==> config.mk <==
export PLATFORM = sky130hd
export DESIGN_NAME = axil_reg_bridge
export DESIGN_NICKNAME = d
export VERILOG_FILES = /design/src/rtl/axil_reg_bridge.sv
export SDC_FILE = /design/constraint.sdc
export NUM_CORES = 1
export LEC_CHECK = 0
export BUFFER_PORTS_ARGS = -buffer_cell sky130_fd_sc_hd__buf_2
export CORE_ASPECT_RATIO = 1.5
export CORE_MARGIN = 2
export CORE_UTILIZATION = 41
export CTS_CLUSTER_SIZE = 30
export DETAILED_ROUTE_END_ITERATION = 10
export GPL_ROUTABILITY_DRIVEN = 0
export PLACE_DENSITY = 0.76
export SLEW_MARGIN = 20
export SYNTH_ARGS = -nofsm -noshare
export SYNTH_HDL_FRONTEND = slang
export SYNTH_SLANG_ARGS = --single-unit
==> constraint.sdc <==
create_clock -name clk -period 1.6 [get_ports clk]
set_input_delay 0.16 -clock clk [delete_from_list [all_inputs] [get_ports clk]]
set_output_delay 0.16 -clock clk [all_outputs]
set_load 0.05 [all_outputs]
==> src/rtl/axil_reg_bridge.sv <==
// AXI4-Lite slave to simple register-file bridge.
//
// Converts single AXI4-Lite write and read transactions into one-cycle
// register-file strobes. The write and read channels each run their own FSM,
// and each allows one outstanding transaction.
//
// Ports:
//   clk, resetn             clock; asynchronous active-low reset
//   aw*/w*/b*               AXI4-Lite write address, data and response
//   ar*/r*                  AXI4-Lite read address and data/response
//   reg_we/reg_waddr/       register write strobe, word index and data.
//   reg_wdata/reg_wready    reg_wready=1 lets the strobe fire.
//   reg_re/reg_raddr/       register read strobe and word index. reg_rdata is
//   reg_rdata/reg_rready    valid the cycle after reg_re; reg_rready=1 lets the
//                           strobe fire.
//
// Byte addresses are converted to word indices by dropping bits [1:0].
// AXI_ADDR_WIDTH must equal ADDR_WIDTH + 2.

module axil_reg_bridge #(
  parameter int unsigned DATA_WIDTH     = 32,
  parameter int unsigned ADDR_WIDTH     = 8,
  parameter int unsigned AXI_ADDR_WIDTH = 10
) (
  input  logic                      clk,
  input  logic                      resetn,

  // AXI4-Lite write channels
  input  logic [AXI_ADDR_WIDTH-1:0] awaddr,
  input  logic                      awvalid,
  output logic                      awready,
  input  logic [DATA_WIDTH-1:0]     wdata,
  input  logic [DATA_WIDTH/8-1:0]   wstrb,
  input  logic                      wvalid,
  output logic                      wready,
  output logic [1:0]                bresp,
  output logic                      bvalid,
  input  logic                      bready,

  // AXI4-Lite read channels
  input  logic [AXI_ADDR_WIDTH-1:0] araddr,
  input  logic                      arvalid,
  output logic                      arready,
  output logic [DATA_WIDTH-1:0]     rdata,
  output logic [1:0]                rresp,
  output logic                      rvalid,
  input  logic                      rready,

  // Register-file write port
  output logic                      reg_we,
  output logic [DATA_WIDTH-1:0]     reg_wdata,
  output logic [ADDR_WIDTH-1:0]     reg_waddr,
  input  logic                      reg_wready,

  // Register-file read port
  output logic                      reg_re,
  output logic [ADDR_WIDTH-1:0]     reg_raddr,
  input  logic [DATA_WIDTH-1:0]     reg_rdata,
  input  logic                      reg_rready
);

  localparam logic [1:0] RESP_OKAY   = 2'b00;
  localparam logic [1:0] RESP_SLVERR = 2'b10;

  // Write FSM states
  localparam logic [1:0] W_IDLE  = 2'd0;
  localparam logic [1:0] W_WRITE = 2'd1;
  localparam logic [1:0] W_RESP  = 2'd2;

  // Read FSM states
  localparam logic [1:0] R_IDLE = 2'd0;
  localparam logic [1:0] R_READ = 2'd1;
  localparam logic [1:0] R_WAIT = 2'd2;
  localparam logic [1:0] R_RESP = 2'd3;

  // ---------------------------------------------------------------------------
  // State
  // ---------------------------------------------------------------------------

  // Goes high on the first edge after reset release. The ready outputs are
  // gated with it, so they stay low while in reset.
  logic init_q, init_d;

  logic [1:0]            w_state_q, w_state_d;
  logic                  aw_got_q, aw_got_d;   // AW accepted, waiting for W
  logic                  w_got_q, w_got_d;     // W accepted, waiting for AW
  logic                  aw_err_q, aw_err_d;   // misaligned write address
  logic                  w_err_q, w_err_d;     // partial write strobe
  logic [ADDR_WIDTH-1:0] waddr_q, waddr_d;
  logic [DATA_WIDTH-1:0] wdata_q, wdata_d;
  logic [1:0]            bresp_q, bresp_d;

  logic [1:0]            r_state_q, r_state_d;
  logic                  r_err_q, r_err_d;     // misaligned read address
  logic [ADDR_WIDTH-1:0] raddr_q, raddr_d;
  logic [DATA_WIDTH-1:0] rdata_q, rdata_d;
  logic [1:0]            rresp_q, rresp_d;

  // ---------------------------------------------------------------------------
  // Write channel
  // ---------------------------------------------------------------------------

  logic aw_hs;
  logic w_hs;
  logic write_err;
  logic write_pending;

  assign init_d = 1'b1;

  assign awready = init_q & (w_state_q == W_IDLE) & ~aw_got_q;
  assign wready  = init_q & (w_state_q == W_IDLE) & ~w_got_q;
  assign aw_hs   = awvalid & awready;
  assign w_hs    = wvalid & wready;

  assign write_err = aw_err_q | w_err_q;
  // A good write has been accepted but not yet pushed into the register file.
  assign write_pending = (w_state_q == W_WRITE) & ~write_err;

  assign reg_we    = write_pending & reg_wready;
  assign reg_waddr = waddr_q;
  assign reg_wdata = wdata_q;
  assign bvalid    = (w_state_q == W_RESP);
  assign bresp     = bresp_q;

  always_comb begin
    w_state_d = w_state_q;
    aw_got_d  = aw_got_q;
    w_got_d   = w_got_q;
    aw_err_d  = aw_err_q;
    w_err_d   = w_err_q;
    waddr_d   = waddr_q;
    wdata_d   = wdata_q;
    bresp_d   = bresp_q;

    case (w_state_q)
      W_IDLE: begin
        if (aw_hs) begin
          aw_got_d = 1'b1;
          waddr_d  = awaddr[AXI_ADDR_WIDTH-1:2];
          aw_err_d = |awaddr[1:0];
        end
        if (w_hs) begin
          w_got_d = 1'b1;
          wdata_d = wdata;
          w_err_d = ~&wstrb;
        end
        // Address and data may arrive in either order or together.
        if ((aw_got_q | aw_hs) && (w_got_q | w_hs)) begin
          w_state_d = W_WRITE;
          aw_got_d  = 1'b0;
          w_got_d   = 1'b0;
        end
      end

      W_WRITE: begin
        if (write_err) begin
          bresp_d   = RESP_SLVERR;
          w_state_d = W_RESP;
        end else if (reg_wready) begin
          bresp_d   = RESP_OKAY;
          w_state_d = W_RESP;
        end
      end

      W_RESP: begin
        if (bready) begin
          w_state_d = W_IDLE;
        end
      end

      default: begin
        w_state_d = W_IDLE;
      end
    endcase
  end

  // ---------------------------------------------------------------------------
  // Read channel
  // ---------------------------------------------------------------------------

  logic ar_hs;

  assign arready = init_q & (r_state_q == R_IDLE);
  assign ar_hs   = arvalid & arready;

  // Holding off while a good write is pending also covers the reg_we cycle
  // itself, so a read to the same index always returns the new data.
  assign reg_re    = (r_state_q == R_READ) & ~r_err_q & reg_rready & ~write_pending;
  assign reg_raddr = raddr_q;
  assign rvalid    = (r_state_q == R_RESP);
  assign rdata     = rdata_q;
  assign rresp     = rresp_q;

  always_comb begin
    r_state_d = r_state_q;
    r_err_d   = r_err_q;
    raddr_d   = raddr_q;
    rdata_d   = rdata_q;
    rresp_d   = rresp_q;

    case (r_state_q)
      R_IDLE: begin
        if (ar_hs) begin
          raddr_d   = araddr[AXI_ADDR_WIDTH-1:2];
          r_err_d   = |araddr[1:0];
          r_state_d = R_READ;
        end
      end

      R_READ: begin
        if (r_err_q) begin
          rdata_d   = '0;
          rresp_d   = RESP_SLVERR;
          r_state_d = R_RESP;
        end else if (reg_re) begin
          r_state_d = R_WAIT;
        end
      end

      // reg_rdata is valid in the cycle after reg_re.
      R_WAIT: begin
        rdata_d   = reg_rdata;
        rresp_d   = RESP_OKAY;
        r_state_d = R_RESP;
      end

      R_RESP: begin
        if (rready) begin
          r_state_d = R_IDLE;
        end
      end

      default: begin
        r_state_d = R_IDLE;
      end
    endcase
  end

  // ---------------------------------------------------------------------------
  // Registers
  // ---------------------------------------------------------------------------

  always_ff @(posedge clk or negedge resetn) begin
    if (!resetn) begin
      init_q    <= 1'b0;
      w_state_q <= W_IDLE;
      aw_got_q  <= 1'b0;
      w_got_q   <= 1'b0;
      aw_err_q  <= 1'b0;
      w_err_q   <= 1'b0;
      waddr_q   <= '0;
      wdata_q   <= '0;
      bresp_q   <= RESP_OKAY;
      r_state_q <= R_IDLE;
      r_err_q   <= 1'b0;
      raddr_q   <= '0;
      rdata_q   <= '0;
      rresp_q   <= RESP_OKAY;
    end else begin
      init_q    <= init_d;
      w_state_q <= w_state_d;
      aw_got_q  <= aw_got_d;
      w_got_q   <= w_got_d;
      aw_err_q  <= aw_err_d;
      w_err_q   <= w_err_d;
      waddr_q   <= waddr_d;
      wdata_q   <= wdata_d;
      bresp_q   <= bresp_d;
      r_state_q <= r_state_d;
      r_err_q   <= r_err_d;
      raddr_q   <= raddr_d;
      rdata_q   <= rdata_d;
      rresp_q   <= rresp_d;
    end
  end

endmodule

==> results.toml <==
[final_layout]
insertedDiodeCount = 0
final_design_area_no_fill_sq_mm = 0.00552
final.fill_count = 707
final_nets = 562
syn_to_final_growth_pct = 51.7
final_common_cell = "sky130_fd_sc_hd__buf_2"
final-seq-area_sq_mm = 0.00231
post_route_cells_drive_above_1_share_pct = 63.7
multi_input_area_sq_mm = 0.00134
most-common-layout-cells = "sky130_fd_sc_hd__buf_2, sky130_fd_sc_hd__dfrtp_1, sky130_fd_sc_hd__mux2_2, sky130_fd_sc_hd__a22o_1"

[setup_path]
timing.reg2reg.worst_path_depth = 6
critical_path_required_ns = 1.81
worst_setup_path_start_kind = "flip-flop"
critical_path.n_buffers_inverters = 3
critical_path.endpoint_type = "flip-flop"
worstSetupPathType = "flip-flop to flip-flop"
critical-path-max-stage-delay_ns = 0.41
r2r_start = "w_state_q[1]$_DFFE_PN0P_"
largest_driver_fanout_on_the_critical_path = 5
crit_slowest_cell = "sky130_fd_sc_hd__dfrtp_2"
critPathArrivalTime_ns = 1.99
r2r_slack_ns = -0.17
cell_chain_of_the_critical_path = "buf_6 > buf_12 > nor4b_4 > and2_4 > clkbuf_16 > mux2_4"
rr_endpoint = "reg_waddr[4]$_DFFE_PN0P_"
cp_top_family = "simple AND/OR/NAND/NOR gates"

[clock_tree]
clock_tree_root_driver_cell = "sky130_fd_sc_hd__clkbuf_16"
tritoncts = "yes"
clock_tree.htree_level_count = 3
clk_latency_ns = 0.33
clock_path_buffers = 2
clkTransAtPathRegs_ns = 0.07
cts-buffers-inserted = 9
clock-sinks = 92

[min_path]
worstHoldPathType = "primary input to flip-flop"
min-delay-start = "reg_rdata[13]"
worstHoldPathCells = 2
hold_path_end = "rdata[13]$_DFFE_PN0P_"

[drt]
dr.pass1.iters = 4
met2_wirelength_mm = 5.26
routed_via_density = 4.94
num_vias = 2842
wirelength_mm = 9.30
met3RoutedLength_um = 539
m1WireLength_mm = 3.39
post_drt_wl_per_cell_um = 16.2
post_drt_antenna_nets = 0
drt_iter0_markers = 73
dr.max_layer_used = "met4"
remaining_drc_errors = 0

[grt]
grt_antenna_before_repair = 0
grt_max_degree = 35
via_count_of_the_first_global_routing_pass = 2839
first_pass_grt_wire_length_mm = 13.0
grt_overflow = 0
grt_usage_pct = 17.5

[die]
dieWidth_um = 80.9
placeableCoreArea_sq_mm = 0.00872
die_height_um = 119
die_area_sq_mm = 0.00965
start_util_pct = 41.7
rows = 42
floorplan.io_pins = 188

[place]
dp_hpwl_mm = 6.43
portBuffers = 185
cell_area_after_placement_sq_mm = 0.00486

[sta]
number_of_endpoints_with_negative_hold_slack_in_the_final_report = 0
timing.final.crit_period_ns = 1.77
timing.clock.skew_ns = 0.00820
setup_repair_after_global_routing_missed_its_margin = "yes"
finalMaxSlewViolations = 0
fin_ws_ns = -0.172
post-route-period-util_pct = 111
maxClockFrequency_mhz = 564
setup_viol = 47

[yosys]
syn_area_per_cell_sq_um = 14.7
synth-seq-cells = 92
ys_types = 34
post_synthesis_sequential_area_ratio_pct = 63.3
netlist_area_sq_mm = 0.00364
synth_cells = 248
yosys_warnings = 0

[status]
violations = "negative setup slack"
outcome = "finished, violations left"

[flow_run]
maxCapViolCount = 0
-- synthesized netlist by cell type (all sizes together) --
cell     count  area [sq um]
dfrtp       92          2300
mux2        49           556
a22o        32           280
nor2         8          30.0
o21ai        8          40.0
clkbuf       7          26.3
buf          6          56.3
nand2        6          27.5
ha           5          62.6
inv          4          15.0
a21boi       3          26.3
a21oi        3          15.0
and2         3          18.8
nor3         3          15.0
a21o         2          15.0
and2b        2          16.3
conb         2          7.51
nand2b       2          12.5
nor4b        2          38.8
a2111oi      1          8.76
a41oi        1          8.76
and3         1          7.51
mux2i        1          10.0
nand3        1          5.00
nand3b       1          7.51
nor2b        1          6.26
or2b         1          7.51
or4b         1          13.8
-- stage by stage --
step | TNS, ns | instances | util, % | hold slack, ns | setup slack [ns]
3_5_place_dp | -0.0332 | 544 | 55.7 | 0.0424 | -0.0332
5_1_grt | -8.24 | 575 | 63.2 | 0.0322 | -0.219
3_3_place_gp | 0 | 544 | 55.7 | 0.0432 | 0.00361
6_report | -5.40 | 575 | 63.2 | 0.0405 | -0.172
4_1_cts | -3.00 | 564 | 60.5 | 0.0265 | -0.160
2_1_floorplan | -15.05 | 249 | - | -0.136 | -0.381
-- area by class of cell --
cell class                      count  area share (%)
Sequential cell                    92            41.8
Timing Repair Buffer              213            24.7
Multi-Input combinational cell    140            24.4
Clock buffer                       12            4.65
Inverter                            4           0.272
Clock inverter                      4            1.72
Tap cell                          110            2.49
-- layer usage --
layer  global-route usage [%]  vias to the layer above
met5                        0                        -
met4                     6.25                        0
met3                     4.47                        8
met2                     31.6                      102
met1                     19.5                     1414
li1                         -                     1318
-- registers in the layout, indices dropped and copies added (netlist names) --
| name | count |
|---|---|
| w_err_q | 1 |
| reg_waddr | 8 |
| rresp | 1 |
| init_q | 1 |
| reg_raddr | 8 |
| w_got_q | 1 |
| reg_wdata | 32 |
| aw_got_q | 1 |
| r_state_q | 2 |
| rdata | 32 |
| bresp | 1 |
| w_state_q | 2 |
| r_err_q | 1 |
| aw_err_q | 1 |
-- worst max path at each step --
stage / from / endpoint / slack, ns / depth (start not counted)
floorplan: w_state_q[0]$_DFFE_PN0P_ / reg_wdata[10]$_DFFE_PN0P_ / -0.38 / 4
global route: w_state_q[1]$_DFFE_PN0P_ / reg_waddr[4]$_DFFE_PN0P_ / -0.22 / 6
finish: w_state_q[1]$_DFFE_PN0P_ / reg_waddr[4]$_DFFE_PN0P_ / -0.17 / 6
global placement: r_state_q[0]$_DFFE_PN0P_ / r_state_q[1]$_DFFE_PN0P_ / 0.004 / 6
CTS: w_err_q$_DFFE_PN0P_ / reg_we / -0.16 / 3
detailed placement: r_state_q[0]$_DFFE_PN0P_ / r_state_q[1]$_DFFE_PN0P_ / -0.03 / 6
-- repair_timing --
| item | CTS | global route |
|---|---|---|
| resized for setup | 11 | 14 |
| gates cloned | 0 | 7 |
| setup buffers | 3 | 5 |
| hold buffers | 1 | 0 |
| pin swaps | 4 | 2 |
| hold endpoints to repair | 74 | 0 |
| setup endpoints to repair | 5 | 80 |
-- cells by family (layout without fill, tap and decap cells) --
group,Yosys count,count (layout),synth area share [%]
compound gates,50,50,10.8
fa+ha+maj,5,5,1.72
buf+inv,17,233,2.68
flops,92,92,63.3
mux,50,50,15.6
other cells,2,3,0.207
simple gates,32,32,5.68
Power is left out: the tool's default activity adds up to more than one toggle a clock period on the data nets, which glitch-free logic cannot reach.
